==> src/rtl/serial_add_driver.sv <==
`timescale 1ns / 1ps
`default_nettype none
// ============================================================================
//  Module   : serial_add_driver
//  Purpose  : Parallel front end for a bit-serial adder. Accepts an operand
//             pair plus carry-in on a valid/ready handshake, clears the adder,
//             shifts the operands out LSB first, collects the returned serial
//             sum bits and final carry, and presents them as a parallel result
//             on a second valid/ready handshake.
//  Ports    :
//     clk        in   1      rising-edge clock
//     reset      in   1      asynchronous, active-high reset
//     in_valid   in   1      operand pair valid
//     in_ready   out  1      driver idle, can accept operands
//     op_a       in   WIDTH  operand A
//     op_b       in   WIDTH  operand B
//     op_cin     in   1      carry-in for bit 0
//     adder_rst  out  1      reset to serial adder (clears its carry)
//     ser_a      out  1      serial operand A bit to adder
//     ser_b      out  1      serial operand B bit to adder
//     ser_cin    out  1      carry-in to adder (op_cin on bit 0 only)
//     ser_s      in   1      serial sum bit from adder
//     ser_cout   in   1      carry-out from adder
//     out_valid  out  1      result valid
//     out_ready  in   1      consumer accepts result
//     out_sum    out  WIDTH  parallel sum (modulo 2^WIDTH)
//     out_cout   out  1      final carry-out
//  Params   : WIDTH   operand/sum width (>= 2)
//             SUM_LAT adder latency from operand bit to sum bit (0 or 1)
//  Revision : 1.0  initial release
// ============================================================================
module serial_add_driver #(
   parameter int WIDTH   = 4,
   parameter int SUM_LAT = 1
) (
   input  logic             clk,
   input  logic             reset,
   input  logic             in_valid,
   output logic             in_ready,
   input  logic [WIDTH-1:0] op_a,
   input  logic [WIDTH-1:0] op_b,
   input  logic             op_cin,
   output logic             adder_rst,
   output logic             ser_a,
   output logic             ser_b,
   output logic             ser_cin,
   input  logic             ser_s,
   input  logic             ser_cout,
   output logic             out_valid,
   input  logic             out_ready,
   output logic [WIDTH-1:0] out_sum,
   output logic             out_cout
);

   localparam int               CNT_W     = $clog2(WIDTH);
   localparam logic [CNT_W-1:0] LAST_BIT  = CNT_W'(WIDTH - 1);
   // A registered adder needs one extra cycle to return the last sum bit.
   localparam bit               HAS_DRAIN = (SUM_LAT != 0);

   typedef enum logic [2:0] {
      ST_IDLE  = 3'd0,
      ST_CLR   = 3'd1,
      ST_SHIFT = 3'd2,
      ST_DRAIN = 3'd3,
      ST_DONE  = 3'd4
   } state_t;

   state_t           state;
   state_t           state_nxt;
   logic [CNT_W-1:0] bit_cnt;
   logic [WIDTH-1:0] a_sh;
   logic [WIDTH-1:0] b_sh;
   logic             cin_q;
   logic             last_bit;
   logic             capture;
   logic             capture_last;

   assign last_bit  = (bit_cnt == LAST_BIT);
   assign adder_rst = reset | (state == ST_CLR);

   // ------------------------------------------------------------------------
   // Next-state and output decode
   // ------------------------------------------------------------------------
   always_comb begin
      state_nxt    = state;
      in_ready     = 1'b0;
      out_valid    = 1'b0;
      ser_a        = 1'b0;
      ser_b        = 1'b0;
      ser_cin      = 1'b0;
      capture      = 1'b0;
      capture_last = 1'b0;
      case (state)
         ST_IDLE: begin
            in_ready = 1'b1;
            if (in_valid) begin
               state_nxt = ST_CLR;
            end
         end
         ST_CLR: begin
            state_nxt = ST_SHIFT;
         end
         ST_SHIFT: begin
            ser_a   = a_sh[0];
            ser_b   = b_sh[0];
            ser_cin = cin_q & (bit_cnt == '0);
            // With a registered adder the sum of bit i arrives during the
            // next cycle, so nothing valid is returned in shift cycle 0.
            capture      = !HAS_DRAIN || (bit_cnt != '0);
            capture_last = !HAS_DRAIN && last_bit;
            if (last_bit) begin
               state_nxt = HAS_DRAIN ? ST_DRAIN : ST_DONE;
            end
         end
         ST_DRAIN: begin
            capture      = 1'b1;
            capture_last = 1'b1;
            state_nxt    = ST_DONE;
         end
         ST_DONE: begin
            out_valid = 1'b1;
            if (out_ready) begin
               state_nxt = ST_IDLE;
            end
         end
         default: begin
            state_nxt = ST_IDLE;
         end
      endcase
   end

   // ------------------------------------------------------------------------
   // State, operand shifters and result collection
   // ------------------------------------------------------------------------
   always_ff @(posedge clk or posedge reset) begin
      if (reset) begin
         state    <= ST_IDLE;
         bit_cnt  <= '0;
         a_sh     <= '0;
         b_sh     <= '0;
         cin_q    <= 1'b0;
         out_sum  <= '0;
         out_cout <= 1'b0;
      end else begin
         state <= state_nxt;
         case (state)
            ST_IDLE: begin
               if (in_valid) begin
                  a_sh  <= op_a;
                  b_sh  <= op_b;
                  cin_q <= op_cin;
               end
            end
            ST_CLR: begin
               bit_cnt <= '0;
            end
            ST_SHIFT: begin
               a_sh    <= a_sh >> 1;
               b_sh    <= b_sh >> 1;
               bit_cnt <= bit_cnt + 1'b1;
            end
            default: begin
            end
         endcase
         // Sum bits arrive LSB first; shifting in from the MSB side leaves
         // bit 0 at out_sum[0] after WIDTH captures.
         if (capture) begin
            out_sum <= {ser_s, out_sum[WIDTH-1:1]};
         end
         if (capture_last) begin
            out_cout <= ser_cout;
         end
      end
   end

endmodule
`default_nettype wire

==> config.mk <==
export PLATFORM = sky130hd
export DESIGN_NAME = serial_add_driver
export DESIGN_NICKNAME = d
export VERILOG_FILES = /design/src/rtl/serial_add_driver.sv
export SDC_FILE = /design/constraint.sdc
export NUM_CORES = 1
export LEC_CHECK = 0
export ABC_AREA = 1
export CAP_MARGIN = 20
export CELL_PAD_IN_SITES_DETAIL_PLACEMENT = 0
export CELL_PAD_IN_SITES_GLOBAL_PLACEMENT = 2
export CORE_MARGIN = 3
export CORE_UTILIZATION = 27
export CTS_CLUSTER_SIZE = 30
export DETAILED_ROUTE_END_ITERATION = 8
export GPL_TIMING_DRIVEN = 0
export PLACE_DENSITY = 0.77
export SLEW_MARGIN = 40
export SYNTH_ARGS = -nofsm -noshare
export SYNTH_HDL_FRONTEND = slang
export SYNTH_SLANG_ARGS = --single-unit
==> constraint.sdc <==
create_clock -name clk -period 1.55 [get_ports clk]
set_input_delay 0.155 -clock clk [delete_from_list [all_inputs] [get_ports clk]]
set_output_delay 0.155 -clock clk [all_outputs]
set_load 0.01 [all_outputs]
## After elaboration in Yosys (flattened, before gate mapping)

Index checks and enable logic that the tools add are counted.

| word-level totals | value |
|---|---|
| bits in registers | 19 |
| logic and storage cells | 42 |
| input bits | 15 |
| output and inout port bits | 11 |

| operators by class | value |
|---|---|
| equality and inequality tests | 8 |
| muxes and demuxes | 16 |
| bitwise logic cells | 2 |
| add/sub/neg operators | 1 |
| reductions and logical operators | 8 |

Operators by type and width:

| kind | count |
|---|---|
| $pmux 4 s2 | 2 |
| $pmux 3 s5 | 1 |
| $mux 3 | 3 |
| $mux 4 | 2 |
| $eq 3x2->1 const B | 2 |
| $mux 1 | 6 |
| $ne 2x2->1 const B | 3 |
| $reduce_bool 2->1 | 3 |
| $pmux 2 s2 | 1 |
| $reduce_and 2->1 | 2 |
| $eq 3x1->1 const B | 1 |
| $eq 3x3->1 const B | 1 |
| $logic_not 3->1 | 1 |
| $reduce_and 3->1 | 1 |
| $add 2x1->2 const B | 1 |
| $eq 2x2->1 const B | 1 |
| $logic_not 2->1 | 1 |
| $pmux 1 s2 | 1 |
| $and 1x1->1 | 1 |
| $or 1x1->1 | 1 |

## Logic depth before layout (Yosys ltp)

Gate-level depths: netlist of run 1.

| depth | value |
|---|---|
| depth in word-level cells | 3 |
| depth in mapped cells | 6 |
| mapped depth without buffers | 6 |

## Worst setup path before layout of run 1

OpenSTA, ideal clock, no wires.

| path | value |
|---|---|
| kind | register -> output |
| start point | register state[0] |
| end point | output ser_cin |
| stages on the path, launching flop included | 4 |
| arrival | 1048 ps |
| setup slack | 347 ps |
| required time | 1395 ps |
| path buffers | 0 |
| cell sequence | dfrtp_1 inv_4 nand2_1 nor4_1 |

| on the way | value |
|---|---|
| word-level cells in the longest chain between the ends | 2 |

RTL lines:

| what | RTL line | RTL |
|---|---|---|
| start, declared | 68 | `state_t state;` |
| start signal, assigned | 145 | `state <= state_nxt;` |
| $eq 3x2->1 | 93 | `case (state)` |
| $mux 1 | 93 |  |
| end, declared | 46 | `output logic ser_cin,` |

Every way passes these cells.

## Worst setup path in the final report of run 1

| path | value |
|---|---|
| start point | register state[2] |
| end point | output in_ready |

| on the way | value |
|---|---|
| word-level cells in the longest chain between the ends | 2 |

RTL lines:

| what | RTL line | RTL |
|---|---|---|
| $logic_not 3->1 | 93 |  |
| $mux 1 | 93 |  |
| end, declared | 39 | `output logic in_ready,` |

Every way passes these cells.

==> load_flow_metrics.sql, run 1 <==
INSERT INTO impl_metrics (metric_group, metric, value, unit) VALUES
('run_status', 'result_of_the_run', 'finished, final reports clean', ''),
('setup_path', 'crit_start_category', 'register', ''),
('setup_path', 'critical-path-top-delay-family', 'buffers and inverters', ''),
('yosys', 'postSynthAreaPerCell', '8.07', 'µm²'),
('power_and_ir_drop', 'power_switching', '1.20', 'mW'),
('placed_design', 'numPortBuffers', '25', ''),
('clock_network', 'cts-buffers-inserted', '3', ''),
('yosys', 'synth.yosys.seq_area_share', '0.479', ''),
('placed_design', 'placed_cells_incl_taps', '194', ''),
('setup_path', 'worst-r2r-cell-count', '6', ''),
('floorplan', 'floorplan.initialDensity', '0.288', ''),
('setup_path', 'timing.critical_path.cells', 'buf_4, nor2_4, nand2_1, inv_1, clkdlybuf4s15_1', ''),
('setup_path', 'cpMaxStageDelayCell', 'sky130_fd_sc_hd__dfrtp_2', ''),
('floorplan', 'design.core.area', '0.00344', 'mm²'),
('setup_path', 'critical_path.n_buffers_inverters', '3', ''),
('timing', 'timing_hold_violations_final', '0', ''),
('global_routing', 'grt_util_all_layers', '0.123', ''),
('detailed_routing', 'post_drt_via_cell_ratio', '4.44', ''),
('timing', 'setup_tns', '0', 'ns'),
('clock_network', 'clockBufferDepth', '2', ''),
('setup_path', 'slowest_delay', '0.44', 'ns'),
('timing', 'worst_slew_margin_rel', '0.662', ''),
('setup_path', 'maximum_fanout_encountered_on_the_critical_timing_path', '4', ''),
('timing', 'final_worst_path_setup_slack', '0.0603', 'ns'),
('floorplan', 'io_pins', '26', ''),
('yosys', 'syn-cell-area', '992', 'µm²'),
('floorplan', 'num_rows', '21', ''),
('floorplan', 'die_x', '66.6', 'µm'),
('yosys', 'netlist-cell-type-count', '21', ''),
('yosys', 'yosysWarningCount', '0', ''),
('floorplan', 'die_height', '66.6', 'µm'),
('yosys', 'ys_ff_latch', '19', ''),
('setup_path', 'crit_type', 'register to output pin', ''),
('timing', 'clock-skew-final', '0.00131', 'ns'),
('detailed_routing', 'detailed_route_wire_length_per_cell', '11.9', 'µm'),
('setup_path', 'reg2reg_from', 'state[2]', ''),
('yosys', 'synth_instances', '123', ''),
('placed_design', 'final_hpwl_from_detailed_placement', '1.59', 'mm'),
('layout', 'stdcell_count', '203', ''),
('detailed_routing', 'route.vias.total', '902', ''),
('layout', 'layout.nets', '175', ''),
('clock_network', 'htreeDepth', '1', ''),
('timing', 'final_period_minus_worst_setup_slack', '1.49', 'ns'),
('yosys', 'synthesized_net_count', '140', ''),
('detailed_routing', 'firstDrtPassIters', '4', ''),
('global_routing', 'first_global_vias', '902', ''),
('power_and_ir_drop', 'power.share.switching', '0.434', ''),
('detailed_routing', 'routed_wl', '2.42', 'mm'),
('clock_network', 'cts_tree', 'built', ''),
('detailed_routing', 'detailedRoute.firstIterationViolations', '57', ''),
('timing', 'timing_worst_slew_pin_value', '0.504', 'ns'),
('layout', 'layout_area_overhead', '39.8', '%'),
('power_and_ir_drop', 'power.density_cell_area', '1990', 'mW/mm²'),
('clock_network', 'worst_skew_pair.late_latency', '0.25', 'ns'),
('global_routing', 'globalRouteOverflowTotal', '0', ''),
('power_and_ir_drop', 'intPower', '1.56', 'mW'),
('setup_path', 'worst-r2r-setup-slack', '0.13', 'ns'),
('detailed_routing', 'drt.antenna.violating_nets', '0', ''),
('flow_run', 'cap_violations', '0', ''),
('clock_network', 'post_cts_hold_buffer_count', '0', ''),
('timing', 'slew_viol_final', '0', ''),
('global_routing', 'grt_max_degree', '11', ''),
('placed_design', 'gp_congestion', '0.809', ''),
('timing', 'report.final.setup_viol', '0', ''),
('clock_network', 'clock-root-buffer', 'sky130_fd_sc_hd__clkbuf_8', ''),
('power_and_ir_drop', 'pwr-share-seq', '0.322', ''),
('power_and_ir_drop', 'share_of_power_burned_in_the_clock_network', '0.124', ''),
('global_routing', 'first_pass_grt_wire_length', '4.07', 'mm'),
('setup_path', 'required', '1.39', 'ns'),
('setup_path', 'endpoint_kind', 'output pin', ''),
('setup_path', 'reg2reg_to', 'b_sh[2]', '');
## Yosys cell counts (all sizes together)
master | count | area, µm²
nor4 | 1 | 6.26
nor3 | 1 | 5.00
o21ai | 6 | 30.0
nand2 | 40 | 150
inv | 18 | 70.1
nand4 | 6 | 37.5
nor2 | 8 | 37.5
nand3b | 1 | 7.51
buf | 3 | 27.5
ha | 2 | 25.0
dfrtp | 19 | 475
nand3 | 16 | 110
a21oi | 2 | 10.0
## worst register-to-register path, cell delays in order (launching register included)
cell and delay [ns]:
sky130_fd_sc_hd__dfrtp_2 0.44, sky130_fd_sc_hd__buf_4 0.17, sky130_fd_sc_hd__nor2_4 0.14, sky130_fd_sc_hd__nand3_2 0.21
sky130_fd_sc_hd__nand2_1 0.26, sky130_fd_sc_hd__nand2_1 0.08, sky130_fd_sc_hd__nand2_1 0.06
## per-layer routing
metal / wire [µm] / track usage / share of wire
met1: 1200 / 0.153 / 0.50
met2: 1050 / 0.197 / 0.43
met3: 134 / 0.0304 / 0.055
met4: 33 / 0.0584 / 0.014
met5: 0 / 0 / 0
## cells in the final DEF, fill, tap and decap left out, types with 2 or more instances in the layout
cell type and n:
sky130_fd_sc_hd__dfrtp_2 2, sky130_fd_sc_hd__inv_1 14, sky130_fd_sc_hd__nand2_1 39, sky130_fd_sc_hd__clkbuf_2 4, sky130_fd_sc_hd__nand4_1 6, sky130_fd_sc_hd__nor2_1 7
sky130_fd_sc_hd__dfrtp_1 17, sky130_fd_sc_hd__nand3_1 13, sky130_fd_sc_hd__clkbuf_8 3, sky130_fd_sc_hd__buf_4 5, sky130_fd_sc_hd__ha_1 2, sky130_fd_sc_hd__a21oi_1 2
sky130_fd_sc_hd__nand3_4 2, sky130_fd_sc_hd__inv_4 2, sky130_fd_sc_hd__clkdlybuf4s50_1 19, sky130_fd_sc_hd__o21ai_1 4, sky130_fd_sc_hd__o21ai_0 2
## timing repair
action / in CTS / in global routing
setup endpoints to repair: 6 / 6
pin swaps: 0 / 0
cloned: 1 / 0
buffers inserted: 4 / 0
gates resized for setup: 18 / 10
endpoints found under the hold margin: 0 / 0
## layout make-up
| class | count | area (µm²) | share of cell area |
|---|---|---|---|
| flip-flops and latches | 19 | 478 | 0.344 |
| multi-input cells | 83 | 437 | 0.315 |
| repair buffers | 29 | 255 | 0.184 |
| inverters | 18 | 76.3 | 0.0550 |
| well taps | 46 | 57.6 | 0.0415 |
| clock buffers | 4 | 45.0 | 0.0325 |
| plain buffers | 3 | 33.8 | 0.0243 |
| repair inverters | 1 | 5.00 | 0.00361 |
## worst max path at each step
| stage | startpoint | to | slack (ns) | depth (start not counted) |
|---|---|---|---|---|
| 2_1_floorplan | state[0] | ser_cin | 0.35 | 3 |
| 3_3_place_gp | reset | adder_rst | -0.45 | 4 |
| 3_5_place_dp | reset | adder_rst | -0.43 | 4 |
| 4_1_cts | state[0] | ser_b | -0.002 | 5 |
| 5_1_grt | bit_cnt[0] | ser_cin | -0.007 | 5 |
| 6_report | state[2] | in_ready | 0.06 | 5 |
## cells by family after synthesis
logic type | count (synthesis) | synth area share
adders and majority gates | 2 | 0.0252
and+or+nand+nor | 73 | 0.357
buffers and inverters | 21 | 0.0984
DFF | 19 | 0.479
AOI/OAI and AO/OA | 8 | 0.0404
## through the flow
step	area, µm²	hold slack (ns)	util	power, mW
floorplan	992	0.115	-	1.83
global placement	1300	0.471	0.378	2.30
detailed placement	1300	0.477	0.378	2.32
CTS	1390	0.362	0.405	2.76
global route	1390	0.373	0.403	3.03
finish	1390	0.345	0.403	2.76
## state kept, by name, summed over array words and instances, names as in the netlist
name and cells:
b_sh 4, bit_cnt 2, cin_q 1, out_cout 1, a_sh 4, state 3, out_sum 4
## power by group through the flow
| stage | logic [mW] | registers (mW) | clock network [mW] |
|---|---|---|---|
| finish | 1.53 | 0.889 | 0.343 |
| global route | 1.73 | 0.918 | 0.379 |
| CTS | 1.52 | 0.886 | 0.355 |
| detailed placement | 1.40 | 0.918 | 0 |
| global placement | 1.40 | 0.905 | 0 |
| floorplan | 0.910 | 0.916 | 0 |
Power figures use the tool's default switching activity.
==> run 2, diff against run 1 <==
--- a/config.mk
+++ b/config.mk
@@ -13,6 +13,7 @@
 export CORE_UTILIZATION = 27
 export CTS_CLUSTER_SIZE = 30
 export DETAILED_ROUTE_END_ITERATION = 8
+export GPL_ROUTABILITY_DRIVEN = 0
 export GPL_TIMING_DRIVEN = 0
 export PLACE_DENSITY = 0.77
 export SLEW_MARGIN = 40
==> results of run 2 <==
The final DEF is identical to that of run 1; final timing and power are the same.
==> run 3, diff against run 2 <==
--- a/config.mk
+++ b/config.mk
@@ -11,7 +11,7 @@
 export CELL_PAD_IN_SITES_GLOBAL_PLACEMENT = 2
 export CORE_MARGIN = 3
 export CORE_UTILIZATION = 27
-export CTS_CLUSTER_SIZE = 30
+export CTS_CLUSTER_SIZE = 12
 export DETAILED_ROUTE_END_ITERATION = 8
 export GPL_ROUTABILITY_DRIVEN = 0
 export GPL_TIMING_DRIVEN = 0
==> results of run 3 <==
The final DEF is identical to that of run 1; final timing and power are the same.
==> edit (settings of run 3) <==
The parameter `WIDTH` goes from 4 to 8.
--- a/src/rtl/serial_add_driver.sv
+++ b/src/rtl/serial_add_driver.sv
@@ -30,7 +30,7 @@
 //  Revision : 1.0  initial release
 // ============================================================================
 module serial_add_driver #(
-   parameter int WIDTH   = 4,
+   parameter int WIDTH   = 8,
    parameter int SUM_LAT = 1
 ) (
    input  logic             clk,
Ports: changed (resized op_a, op_b and out_sum); port bits go from 26 to 38. The function was not compared with the original's and may differ.
==> edit against run 3 <==
Worst setup slack gained 0.019 ns. Final area grew 69%. Sequential cell count grew 13. Synthesized area grew 76%. Sequential power grew 57%. Critical path type unchanged. Via count grew 70%. Total power grew 68%. Routed wire length grew 79%. First-iteration DRC count shrank 23%. Highest routed layer unchanged.
==> edit: results (changes against run 3) <==
run_status:
  status: "finished clean"
cells_and_area:
  multi_input_comb_cells: 136  # +64%
  fin_nets: 306  # +75%
  clock_cell_area_share_pct: 3.832  # +0.59 points
  seq_area_um2: 803.3  # +68%
  nClkBuffers: 8  # +4
  drive_above_1_share_pct: 13.88  # -4.0 points
  nNonClkInverters: 54  # +35
  seq_cell_count: 32  # +13
  multi_input_area_share_pct: 29.86  # -1.6 points
  buf_share_pct: 19.21  # -1.6 points
  fillers: 689  # +90%
  top_regs: "a_sh: 8 flops, b_sh: 8 flops, out_sum: 8 flops"
  fin_util_pct: 38.57  # -1.7 points
placed_design:
  place.detailed.hpwl_um: 3011  # +90%
  placedCellCount: 344  # +77%
  place_area_um2: 2196  # +69%
  pre_cts_ws_ns: -0.4082  # +0.01997 ns
critical_path:
  critPathMaxFanout: 10  # +6
  crit_end: "out_valid"
  rr_worst_depth: 7  # +1
  startpoint: "state[1]"
  r2r_start: "state[0]"
  timing.rr.end: "b_sh[4]"
drt:
  wl_met2_um: 1932  # +84%
  routed-wl-met3_um: 175  # +31%
  post_drt_via_cell_ratio: 4.317  # -2.8%
  drtIter0Drc: 44  # -23%
  wl_met1_um: 2196  # +83%
  wire_per_inst_um: 12.15  # +2.0%
  wl_um: 4327  # +79%
power_and_ir_drop:
  p_per_area_nw_per_um2: 1975  # -0.73%
  max-vdd-ir-drop_uv: 936.2  # +41%
  powerClk_mw: 0.683  # +99%
  p_comb_mw: 2.56  # +67%
  cellLeakagePower_nw: 1.334  # +90%
  switching_share_pct: 42.72  # -0.72 points
cts:
  post_cts_resized: 35  # +17
  post_cts_buffers: 2  # -2
  htree_levels: 2  # +1
  clk_latency_ns: 0.29  # +0.04 ns
global_route:
  met3_usage_pct: 3.802  # +0.77 points
  grt_pass1_wl_um: 7279  # +79%
  grt_use_met1_pct: 17.58  # +2.3 points
  grt_pass1_vias: 1497  # +66%
  grt_max_degree: 34  # +23
  grt_use_total_pct: 12.63  # +0.36 points
yosys:
  synth_cell_type_count: 20  # -4.8%
  synthTopCellsByCount: "58 x nand2_1, 53 x inv_1, 32 x dfrtp_1"
  netlist_top_cells_area: "dfrtp_1 46%, nand2_1 13%, inv_1 11%"
  yosys_warnings: 0  # unchanged
  syn_inst: 233  # +89%
  yosysSeqAreaShare_pct: 45.98  # -1.9 points
  syn-num-nets: 259  # +85%
timing:
  finalClockSkew_ns: 0.005321  # +0.004013 ns
edit: cell count changes after synthesis, moves of 3 or more:
| cell | run 3 | this run |
|---|---|---|
| buf_2 | 1 | 6 |
| nor2_1 | 7 | 20 |
| nand4_1 | 6 | 13 |
| nand3_1 | 13 | 27 |
| dfrtp_1 | 19 | 32 |
| nand3b_1 | 1 | 4 |
| nand2_1 | 40 | 58 |
| inv_1 | 16 | 53 |
| o21ai_0 | 2 | 6 |
| o21ai_1 | 4 | 0 |
edit: cell families (layout without fill, tap and decap cells):
kind of cell	after synthesis	count (layout)	share of synthesized area [%]
AOI/OAI and AO/OA	7	7	2.658
adders and majority gates	3	3	2.155
buffers and inverters	65	113	15.30
DFF	32	32	45.98
and+or+nand+nor	126	126	33.91
edit: worst max-delay path: stages (launching register included):
cell,delay (ns)
dfrtp_2,0.41
buf_6,0.15
buf_6,0.15
nor3_2,0.16
buf_2,0.16
